### config.mk
export PLATFORM = sky130hd
export DESIGN_NAME = noc_eject_port
export DESIGN_NICKNAME = d
export VERILOG_FILES = /design/src/rtl/noc_eject_port_pkg.sv /design/src/rtl/noc_sync_fifo.sv /design/src/rtl/noc_eject_port.sv
export SDC_FILE = /design/constraint.sdc
export NUM_CORES = 1
export LEC_CHECK = 0
export CORE_MARGIN = 1
export CORE_UTILIZATION = 48
export DETAILED_ROUTE_END_ITERATION = 10
export PLACE_DENSITY_LB_ADDON = 0.05
export SYNTH_ARGS = -nofsm -noshare
export SYNTH_HDL_FRONTEND = slang
export SYNTH_SLANG_ARGS = --single-unit
### constraint.sdc
create_clock -name clock -period 1.6 [get_ports clock]
set_input_delay 0.16 -clock clock [delete_from_list [all_inputs] [get_ports clock]]
set_output_delay 0.16 -clock clock [all_outputs]
set_load 0.005 [all_outputs]
### src/rtl/noc_eject_port_pkg.sv
// Shared flit layout, node IDs and eject-port FSM encoding for the 2x2 mesh.
// Latency: n/a (types and constants only).
// Backpressure: n/a.
package noc_eject_port_pkg;

    // Flit layout: [1:0] dest, [3:2] src, [10:4] payload
    localparam int FLIT_W   = 11;
    localparam int DEST_LSB = 0;
    localparam int DEST_W   = 2;
    localparam int SRC_LSB  = 2;
    localparam int SRC_W    = 2;
    localparam int PAY_LSB  = 4;
    localparam int PAY_W    = 7;

    localparam logic [1:0] NODE_0 = 2'd0;
    localparam logic [1:0] NODE_1 = 2'd1;
    localparam logic [1:0] NODE_2 = 2'd2;
    localparam logic [1:0] NODE_3 = 2'd3;

    typedef struct packed {
        logic [PAY_W-1:0]  payload;
        logic [SRC_W-1:0]  src;
        logic [DEST_W-1:0] dest;
    } flit_t;

    // What the FIFO keeps per entry; dest is dropped once it has been checked.
    typedef struct packed {
        logic [PAY_W-1:0] payload;
        logic [SRC_W-1:0] src;
    } pe_ent_t;

    typedef enum logic [1:0] {
        ST_IDLE   = 2'd0,
        ST_ACTIVE = 2'd1,
        ST_FULL   = 2'd2
    } eject_state_e;

    function automatic pe_ent_t flit_to_ent(input flit_t f);
        pe_ent_t e;
        e.payload = f.payload;
        e.src     = f.src;
        return e;
    endfunction

endpackage

### src/rtl/noc_sync_fifo.sv
// Generic synchronous FIFO, DEPTH x WIDTH, DEPTH a power of two.
// Latency: a pushed entry is visible at pop_dat/!empty the cycle after the push.
// Backpressure: pushes while full and pops while empty are ignored.
//
// Ports: clock, reset (async active-low), push/push_dat, pop/pop_dat,
//        full, empty, count (log2(DEPTH)+1 bits).
module noc_sync_fifo #(
    parameter int DEPTH = 4,
    parameter int WIDTH = 9
) (
    input  logic                     clock,
    input  logic                     reset,
    input  logic                     push,
    input  logic [WIDTH-1:0]         push_dat,
    input  logic                     pop,
    output logic [WIDTH-1:0]         pop_dat,
    output logic                     full,
    output logic                     empty,
    output logic [$clog2(DEPTH):0]   count
);

    localparam int AW = $clog2(DEPTH);
    localparam logic [AW:0] FULL_CNT = (AW+1)'(DEPTH);

    logic [WIDTH-1:0] mem [DEPTH];
    logic [AW-1:0]    wr_ptr;
    logic [AW-1:0]    rd_ptr;
    logic [AW:0]      cnt;
    logic             push_ok;
    logic             pop_ok;

    assign full    = (cnt == FULL_CNT);
    assign empty   = (cnt == '0);
    assign push_ok = push && !full;
    assign pop_ok  = pop && !empty;
    assign pop_dat = mem[rd_ptr];
    assign count   = cnt;

    // Pointers are exactly AW bits, so they wrap modulo DEPTH on their own.
    always_ff @(posedge clock or negedge reset) begin
        if (!reset) begin
            wr_ptr <= '0;
            rd_ptr <= '0;
            cnt    <= '0;
        end else begin
            if (push_ok) wr_ptr <= wr_ptr + 1'b1;
            if (pop_ok)  rd_ptr <= rd_ptr + 1'b1;
            case ({push_ok, pop_ok})
                2'b10:   cnt <= cnt + 1'b1;
                2'b01:   cnt <= cnt - 1'b1;
                default: cnt <= cnt;
            endcase
        end
    end

    // Storage needs no reset: contents are only observable through count.
    always_ff @(posedge clock) begin
        if (push_ok) mem[wr_ptr] <= push_dat;
    end

endmodule

### src/rtl/noc_eject_port.sv
// Mesh node local eject port: filters flits by destination, buffers them, hands them to the PE.
// Latency: accepted flit shows on pe_valid one cycle later (no bypass); misroute pulses one cycle later.
// Backpressure: rx_ready (registered) drops only when the FIFO is full; misrouted flits never stall.
//
// Ports: clock, reset (async active-low); rx_flit/rx_valid/rx_ready from router;
//        pe_data/pe_src/pe_valid/pe_ready to processor; processor_ready (idle);
//        misroute pulse; err_count[7:0] only when NOC_EJECT_ERRCNT_EN is defined.
// Flit width comes from noc_eject_port_pkg::FLIT_W.
module noc_eject_port
    import noc_eject_port_pkg::*;
#(
    parameter int NODE_ID = 0,
    parameter int DEPTH   = 4
) (
    input  logic              clock,
    input  logic              reset,
    input  logic [FLIT_W-1:0] rx_flit,
    input  logic              rx_valid,
    output logic              rx_ready,
    output logic [PAY_W-1:0]  pe_data,
    output logic [SRC_W-1:0]  pe_src,
    output logic              pe_valid,
    input  logic              pe_ready,
    output logic              processor_ready,
    output logic              misroute
`ifdef NOC_EJECT_ERRCNT_EN
    ,
    output logic [7:0]        err_count
`endif
);

    localparam int CW = $clog2(DEPTH) + 1;
    localparam logic [DEST_W-1:0] MY_ID    = DEST_W'(NODE_ID);
    localparam logic [CW-1:0]     CNT_LAST = CW'(DEPTH - 1);
    localparam logic [CW-1:0]     CNT_ONE  = CW'(1);

    flit_t        rx_f;
    pe_ent_t      head;
    logic         rx_xfer;
    logic         dest_hit;
    logic         push;
    logic         drop;
    logic         pop;
    logic         fifo_full;
    logic         fifo_empty;
    logic [CW-1:0] fifo_count;
    logic         rx_ready_q;
    logic         rx_ready_d;
    logic         misroute_q;
    eject_state_e state_q;
    eject_state_e state_d;

    assign rx_f     = flit_t'(rx_flit);
    assign rx_xfer  = rx_valid && rx_ready_q;
    assign dest_hit = (rx_f.dest == MY_ID);
    assign push     = rx_xfer && dest_hit && !fifo_full;
    assign drop     = rx_xfer && !dest_hit;
    assign pop      = pe_valid && pe_ready;

    noc_sync_fifo #(
        .DEPTH (DEPTH),
        .WIDTH ($bits(pe_ent_t))
    ) u_fifo (
        .clock    (clock),
        .reset    (reset),
        .push     (push),
        .push_dat (flit_to_ent(rx_f)),
        .pop      (pop),
        .pop_dat  (head),
        .full     (fifo_full),
        .empty    (fifo_empty),
        .count    (fifo_count)
    );

    // pe_valid follows the registered count, so reset clears it immediately.
    // Head fields are forced to zero while empty so stale storage never leaks out.
    assign pe_valid = !fifo_empty;
    assign pe_data  = pe_valid ? head.payload : '0;
    assign pe_src   = pe_valid ? head.src     : '0;
    assign rx_ready = rx_ready_q;
    assign misroute = misroute_q;

    // FSM: state register
    always_ff @(posedge clock or negedge reset) begin
        if (!reset) state_q <= ST_IDLE;
        else        state_q <= state_d;
    end

    // FSM: next state. Only pushes (not dropped flits) leave IDLE.
    always_comb begin
        state_d = state_q;
        unique case (state_q)
            ST_IDLE: begin
                if (push) state_d = ST_ACTIVE;
            end
            ST_ACTIVE: begin
                if (push && !pop && (fifo_count == CNT_LAST))
                    state_d = ST_FULL;
                else if (pop && !push && (fifo_count == CNT_ONE))
                    state_d = ST_IDLE;
            end
            ST_FULL: begin
                if (pop) state_d = ST_ACTIVE;
            end
            default: state_d = ST_IDLE;
        endcase
    end

    // FSM: outputs. rx_ready is registered from the next state, which makes it
    // equal to (count < DEPTH) after each edge.
    always_comb begin
        processor_ready = (state_q == ST_IDLE) && fifo_empty;
        rx_ready_d      = (state_d != ST_FULL);
    end

    always_ff @(posedge clock or negedge reset) begin
        if (!reset) begin
            rx_ready_q <= 1'b1;
            misroute_q <= 1'b0;
        end else begin
            rx_ready_q <= rx_ready_d;
            misroute_q <= drop;
        end
    end

`ifdef NOC_EJECT_ERRCNT_EN
    logic [7:0] err_cnt_q;

    always_ff @(posedge clock or negedge reset) begin
        if (!reset)                          err_cnt_q <= '0;
        else if (drop && (err_cnt_q != 8'hFF)) err_cnt_q <= err_cnt_q + 8'd1;
    end

    assign err_count = err_cnt_q;
`endif

endmodule

==> results by group, run 1 <==
Critical path
  • Worst EP required: 1.44 ns
  • CP bufs+invs: 3
  • Setup slack, reg-to-reg: -0.15 ns
  • CP max stage cell: mux4_2
  • CP endpoint kind: output port
  • Worst R2R End: state_q[0]
  • R2r worst-path depth: 8
  • Critical-path cell list: buf_6 > buf_6 > mux4_2 > and2_4 > buf_6
  • CP Data Arrival Time: 1.75 ns
  • Setup crit start kind: flop
  • Setup CP Type: flop to output port
  • Max FO, Critical Path: 4
  • Critical path's most frequent cell: buf_6
  • Crit Reg-Reg Startpoint: rx_ready
  • Slowest stage delay, CP: 0.50 ns
  • CP delay by family, top: multiplexers

Finish
  • Most frequent cells in the layout: 36 x edfxtp_1, 23 x buf_4, 16 x buf_6, 15 x clkdlybuf4s50_1, 13 x and2_4
  • Ant diodes: 0
  • Nets: ~220
  • Most common cell after layout, fill and taps aside: edfxtp_1
  • Share of cells above drive strength 1: 49.2%
  • Layout area overhead: 42.5%
  • Final core utilization: ~70%

Global routing
  • First-pass GRT wire length: 6470 µm
  • GR Overflow Total: 0
  • Initial antenna violation count: 0
  • Total Routing Usage GR: 20.9%
  • Largest net degree at the start of global routing: 17
  • Number of global-route vias before repair: 1,295

Yosys
  • Flops & latches, synth: 47
  • Synth unique cells: 30
  • Ys Warns: 0
  • Post-Syn Area: 2040 µm²
  • Syn Area/Cell: roughly 17 µm²
  • Register area share after synthesis: 66.4%
  • Syn Nets: 146
  • Synth Instances: 120

Timing
  • Slew Limit Fails: 0
  • Worst slew pin tran: 0.506 ns
  • RSZ-0062 raised after global routing: true
  • Final WS setup: -0.310 ns
  • Count of final hold-check violations: 0
  • Tmin final: approximately 1.9 ns
  • Max Clk Rate: 0.523 GHz
  • Final Cycle Share: 119%
  • Slew HR: 66.2%
  • TNS Setup: -5.67 ns
  • Final setup fails: just over 50
  • Final clock skew: roughly 0.005 ns

CTS
  • Clock-pin slew on the worst setup and hold paths: ~0.09 ns
  • H-tree depth: 2
  • Hold Buf Count CTS: 0
  • CTS tree: yes
  • CTS sink cnt: 47
  • Worst-Skew Late Latency: 0.30 ns
  • Clock root buffer: clkbuf_8
  • Num CTS Buffers: 5
  • Clock buffer depth: 2

Power
  • PD cells: 1610 nW/µm²
  • Leak pwr: roughly 1.2 nW
  • VDD IR max: 805 µV

Die
  • DIE AREA: 4520 µm²
  • Core area: 4060 µm²
  • Chip height: 67.3 µm
  • Site Rows: 23
  • IO Pins: 28
  • Initial Util: slightly above 50%
  • Die X: 67.3 µm

Drt
  • DR vias/cell: 5.22
  • Routed Antenna Nets: 0
  • DRT iter0 DRCs: 47
  • Routed wire length per instance: 16.9 µm
  • Total number of vias: 1,269
  • WL final: 4110 µm
  • DRT Pass-1 Iters: 4
  • DRC viols: 0

Placement
  • Number of port buffers: 27
  • RD Place Congestion: 0.790
  • Detailed Place HPWL: between 2000 and 3000 µm

Hold path
  • Type of the worst min-delay path: primary input to async pin

Outcome
  • Violated checks: setup timing
  • Status: finished with violations

Run
  • MaxCap Viol Count: 0
-- registers in the layout (all words and copies together) (netlist names) --
name / flops
u_fifo.wr_ptr: 2
u_fifo.count: 3
misroute: 1
u_fifo.mem: 36
rx_ready: 1
state_q: 2
u_fifo.rd_ptr: 2
-- kinds of logic (layout without fill, tap and decap cells) --
logic type,Yosys count,count (layout),share of synthesized area [%]
flops,47,47,66.4
fa+ha+maj,11,11,6.73
compound gates,11,11,4.04
mux,10,10,10.8
xor+xnor,5,5,2.14
simple gates,25,29,7.41
buf+inv,11,80,2.45
-- where the power goes --
part	total, W	switching [W]	internal (W)
clock	0.000710	0.000397	0.000313
combinational	0.00236	0.000872	0.00149
sequential	0.00164	0.000157	0.00148
total	0.00471	0.00143	0.00328
-- final cells by class --
type | instances | area, µm²
multi-input cells | 66 | 781
inverters | 8 | 32.5
flip-flops and latches | 47 | 1360
fillers | 264 | 1140
clock inverters | 3 | 22.5
clock buffers | 5 | 68.8
repair buffers | 64 | 589
well taps | 50 | 62.6
-- how the worst max path moves through the flow --
stage	from	endpoint	slack (ns)	cells after the start
CTS	u_fifo.rd_ptr[0]	pe_data[2]	-0.30	5
detailed placement	rx_flit[0]	state_q[0]	-0.26	8
global placement	rx_flit[0]	u_fifo.mem[1][0]	-0.23	4
global route	u_fifo.rd_ptr[0]	pe_data[2]	-0.36	5
floorplan	u_fifo.count[0]	state_q[0]	-0.05	9
finish	u_fifo.rd_ptr[0]	pe_data[2]	-0.31	5
-- synthesized netlist by cell type --
cell      number  share of area [%]
edfxtp_1      36                 53
and2_1        13                4.0
ha_1          11                6.7
dfrtp_1       10                 12
inv_1          8                1.5
mux4_2         8                8.8
xnor2_1        5                2.1
a21oi_1        3               0.73
nand2_1        3               0.55
nand3_1        2               0.49
o21ai_0        2               0.49
a21boi_4       1               0.92
a21o_1         1               0.37
a31oi_1        1               0.31
a32oi_1        1               0.43
and4bb_2       1               0.61
buf_2          1               0.24
buf_6          1               0.55
clkbuf_1       1               0.18
dfstp_2        1                1.3
mux2_4         1               0.73
mux4_1         1                1.3
nand2b_1       1               0.31
nand3b_1       1               0.37
nor2_1         1               0.18
nor2b_1        1               0.31
nor3_1         1               0.24
nor3b_1        1               0.37
o211a_1        1               0.49
o22ai_1        1               0.31
-- metrics by stage --
step	instances	power, W	hold WS (ns)	area (µm²)	setup slack (ns)
after floorplan	120	0.00256	-0.136	2080	-0.0499
after global placement	212	0.00337	0.505	2520	-0.230
after detailed placement	212	0.00342	0.520	2520	-0.259
after CTS	243	0.00465	0.204	2890	-0.297
after global routing	243	0.00498	0.229	2910	-0.355
final	243	0.00471	0.193	2910	-0.310
-- what timing repair did --
action,in CTS,in global routing
endpoints found under the setup margin,53,54
hold endpoints to repair,0,0
setup buffers,20,2
resized for setup,85,7
gates cloned,4,0
pin swaps,22,4
-- metal layers --
layer  GRT usage, %  vias to the layer above  routed length [µm]
met2           34.6                       34                2180
met4           7.45                        0                  71
li1               -                      595                   -
met3           5.57                        8                 216
met1           26.5                      632                1640
met5              0                        -                   0
No activity file was read; power rests on OpenSTA's default activity.
==> run 2, diff against run 1 <==
--- a/config.mk
+++ b/config.mk
@@ -5,7 +5,6 @@
 export SDC_FILE = /design/constraint.sdc
 export NUM_CORES = 1
 export LEC_CHECK = 0
-export CORE_MARGIN = 1
 export CORE_UTILIZATION = 48
 export DETAILED_ROUTE_END_ITERATION = 10
 export PLACE_DENSITY_LB_ADDON = 0.05
==> results of run 2 <==
No change in the layout: final DEF, timing and power equal those of run 1.
==> run 3, diff against run 2 <==
--- a/config.mk
+++ b/config.mk
@@ -5,6 +5,7 @@
 export SDC_FILE = /design/constraint.sdc
 export NUM_CORES = 1
 export LEC_CHECK = 0
+export CORE_ASPECT_RATIO = 0.6
 export CORE_UTILIZATION = 48
 export DETAILED_ROUTE_END_ITERATION = 10
 export PLACE_DENSITY_LB_ADDON = 0.05
==> results by group, run 3 (synthesis gave the netlist of run 1 again) <==
Power
  • PD cells: 1630 nW/µm² (+0.75%)
  • Switching Share: 30.6% (+0.32 points)
  • Seq pwr share: 34.2% (-0.6 points)
  • Sw power: 0.00148 W (+3.6%)
  • Logic pwr share: 47.8% (-2.4 points)
  • Int Power: 0.00335 W (+2.0%)
  • VDD IR max: 959 µV (+19%)
  • Leak pwr: 1.17 nW (+0.16%)
  • Clock Power Share: 18.0% (+2.9 points)

Drt
  • DRT iter0 DRCs: 57 (+21%)
  • Routed Antenna Nets: 0 (unchanged)
  • DRC viols: 0 (unchanged)
  • DRT Pass-1 Iters: 4 (unchanged)
  • Routed wire length per instance: 17.8 µm (+5.2%)
  • Total number of vias: 1,273 (+0.32%)
  • WL final: 4400 µm (+6.9%)
  • DR vias/cell: 5.15 (-1.3%)

Finish
  • Layout area overhead: 45.0%
  • Max FFs per register: 36 (unchanged)
  • Largest reg by FF count: u_fifo.mem
  • Ant diodes: 0 (unchanged)
  • Most common cell after layout, fill and taps aside: edfxtp_1
  • Reg area: 1360 µm² (about the same)
  • Nets: 215 (-1.4%)
  • Multi-input gate area: 803 µm² (+2.9%)
  • Share of cells above drive strength 1: 48.4% (-0.80 points)
  • # fillers: 237 (-10%)
  • Most frequent cells in the layout: 36 x edfxtp_1, 21 x buf_6, 15 x clkdlybuf4s50_1, 12 x buf_4, 11 x and2_4

Critical path
  • Setup crit start kind: flop
  • CP endpoint kind: output port
  • Setup CP Type: flop to output port
  • Setup slack, reg-to-reg: -0.31 ns (-0.16 ns)
  • Max FO, Critical Path: 3 (-1)
  • Worst EP required: 1.44 ns (about the same)
  • CP Data Arrival Time: 1.75 ns (about the same)
  • Slowest stage delay, CP: 0.48 ns (-0.02 ns)
  • CP max stage cell: mux4_2
  • Critical-path cell list: buf_6 > buf_12 > mux4_2 > and2_1 > buf_2

Timing
  • TNS Setup: -12.36 ns (-6.69 ns)
  • Final setup fails: 54 (+5.9%)
  • Worst slew pin tran: 0.525 ns (+0.0195 ns)
  • RSZ-0062 raised after global routing: true
  • Final clock skew: 0.0128 ns (+0.00776 ns)
  • Slew Limit Fails: 0 (unchanged)
  • Slew HR: 64.9% (-1.3 points)
  • Tmin final: 1.91 ns (-0.00533 ns)
  • Final Cycle Share: 119% (-0.33 points)
  • Final WS setup: -0.305 ns (+0.00533 ns)
  • Count of final hold-check violations: 0 (unchanged)
  • Max Clk Rate: 0.525 GHz (+0.28%)

CTS
  • Clock root buffer: clkbuf_8
  • Hold Buf Count CTS: 0 (unchanged)
  • H-tree depth: 2 (unchanged)
  • Worst-Skew Late Latency: 0.31 ns (about the same)
  • CTS sink cnt: 47 (unchanged)
  • Num CTS Buffers: 5 (unchanged)
  • CTS tree: yes
  • Clock-pin slew on the worst setup and hold paths: 0.10 ns (about the same)
  • Clock buffer depth: 2 (unchanged)

Global routing
  • Largest net degree at the start of global routing: 16 (-1)
  • Initial antenna violation count: 0 (unchanged)
  • Number of global-route vias before repair: 1,295 (unchanged)
  • Grt met2 use: 32.0% (-2.6 points)
  • Met1 Track Usage GR: 29.8% (+3.3 points)
  • First-pass GRT wire length: 6730 µm (+4.1%)
  • M3 GR Usage: 6.14% (+0.57 points)
  • Busiest grt layer: met2
  • Total Routing Usage GR: 21.8% (+0.84 points)
  • GR Overflow Total: 0 (unchanged)

Run
  • MaxCap Viol Count: 0 (unchanged)

Placement
  • Number of port buffers: 27 (unchanged)
  • RD Place Congestion: 0.737 (-6.7%)
  • Detailed Place HPWL: 2450 µm (-4.9%)
  • DP Worst Slack: -0.332 ns (-0.0735 ns)

Hold path
  • Type of the worst min-delay path: primary input to async pin

Die
  • Chip height: 52.6 µm (-22%)
  • DIE AREA: 4530 µm² (+0.18%)
  • Core area: 3870 µm² (-4.6%)
  • Die X: 86.3 µm (+28%)
  • IO Pins: 28 (unchanged)
  • Site Rows: 17 (-26%)
  • Initial Util: 52.8% (+2.4 points)

Outcome
  • Status: finished with violations
  • Violated checks: setup timing
==> run 3: cell types whose count changed in the layout (fill, tap and decap cells not counted), moves of 2 or more <==
cell | previous run | this run
buf_4 | 23 | 12
buf_6 | 16 | 21
and2_1 | 4 | 6
and2_4 | 13 | 11
==> run 3: repair_timing <==
action | 4_1_cts | 5_1_grt
resized for setup | 76 | 16
gates cloned | 5 | 0
setup buffers | 14 | 6
pin swaps | 17 | 9
setup endpoints to repair | 53 | 56
==> run 3: power groups by stage <==
stage          Sequential, W  Clock, W  Combinational (W)
3_3_place_gp         0.00163         0            0.00170
6_report             0.00165  0.000869            0.00230
3_5_place_dp         0.00164         0            0.00174
5_1_grt              0.00167  0.000923            0.00250
4_1_cts              0.00163  0.000870            0.00219
2_1_floorplan        0.00159         0           0.000970
==> run 3: final timing paths <==
kind                                        from                to  cells past startpoint
min in group clock                      rx_valid          misroute                      2
worst max register to register          rx_ready  u_fifo.mem[3][7]                      5
worst min register to register        state_q[1]        state_q[0]                      1
worst min-delay path                       reset  u_fifo.rd_ptr[1]                      1
max in group asynchronous                  reset  u_fifo.rd_ptr[1]                      1
worst max-delay path            u_fifo.rd_ptr[0]        pe_data[3]                      5
==> run 3: stage by stage <==
stage | total power, W | hold WS [ns] | instance area (µm²) | std cells | util, %
floorplan | 0.00256 | -0.136 | 2080 | 120 | -
global placement | 0.00333 | 0.498 | 2520 | 215 | 65.0
detailed placement | 0.00338 | 0.526 | 2520 | 215 | 65.0
CTS | 0.00469 | 0.214 | 2860 | 242 | 73.9
global route | 0.00509 | 0.224 | 2960 | 247 | 76.6
finish | 0.00482 | 0.188 | 2960 | 247 | 76.6
==> run 3: area by class of cell <==
type	instances	area share, %
multi-input cells	67	27.1
inverters	8	1.01
flip-flops and latches	47	45.8
well taps	57	2.41
clock buffers	7	3.63
repair buffers	60	19.7
clock inverters	1	0.295
==> run 3: critical path, delay by kind of cell (launching register included) <==
family	cells	cell delay, ns
simple gates	1	0.14
mux	1	0.48
buf+inv	3	0.36
flops	1	0.44
==> run 3: layer usage <==
metal / part of all wire (%) / vias up
met1: 47 / 639
met3: 5.3 / 7
li1: - / 586
met4: 1.6 / 0
met5: 0 / -
met2: 46 / 41
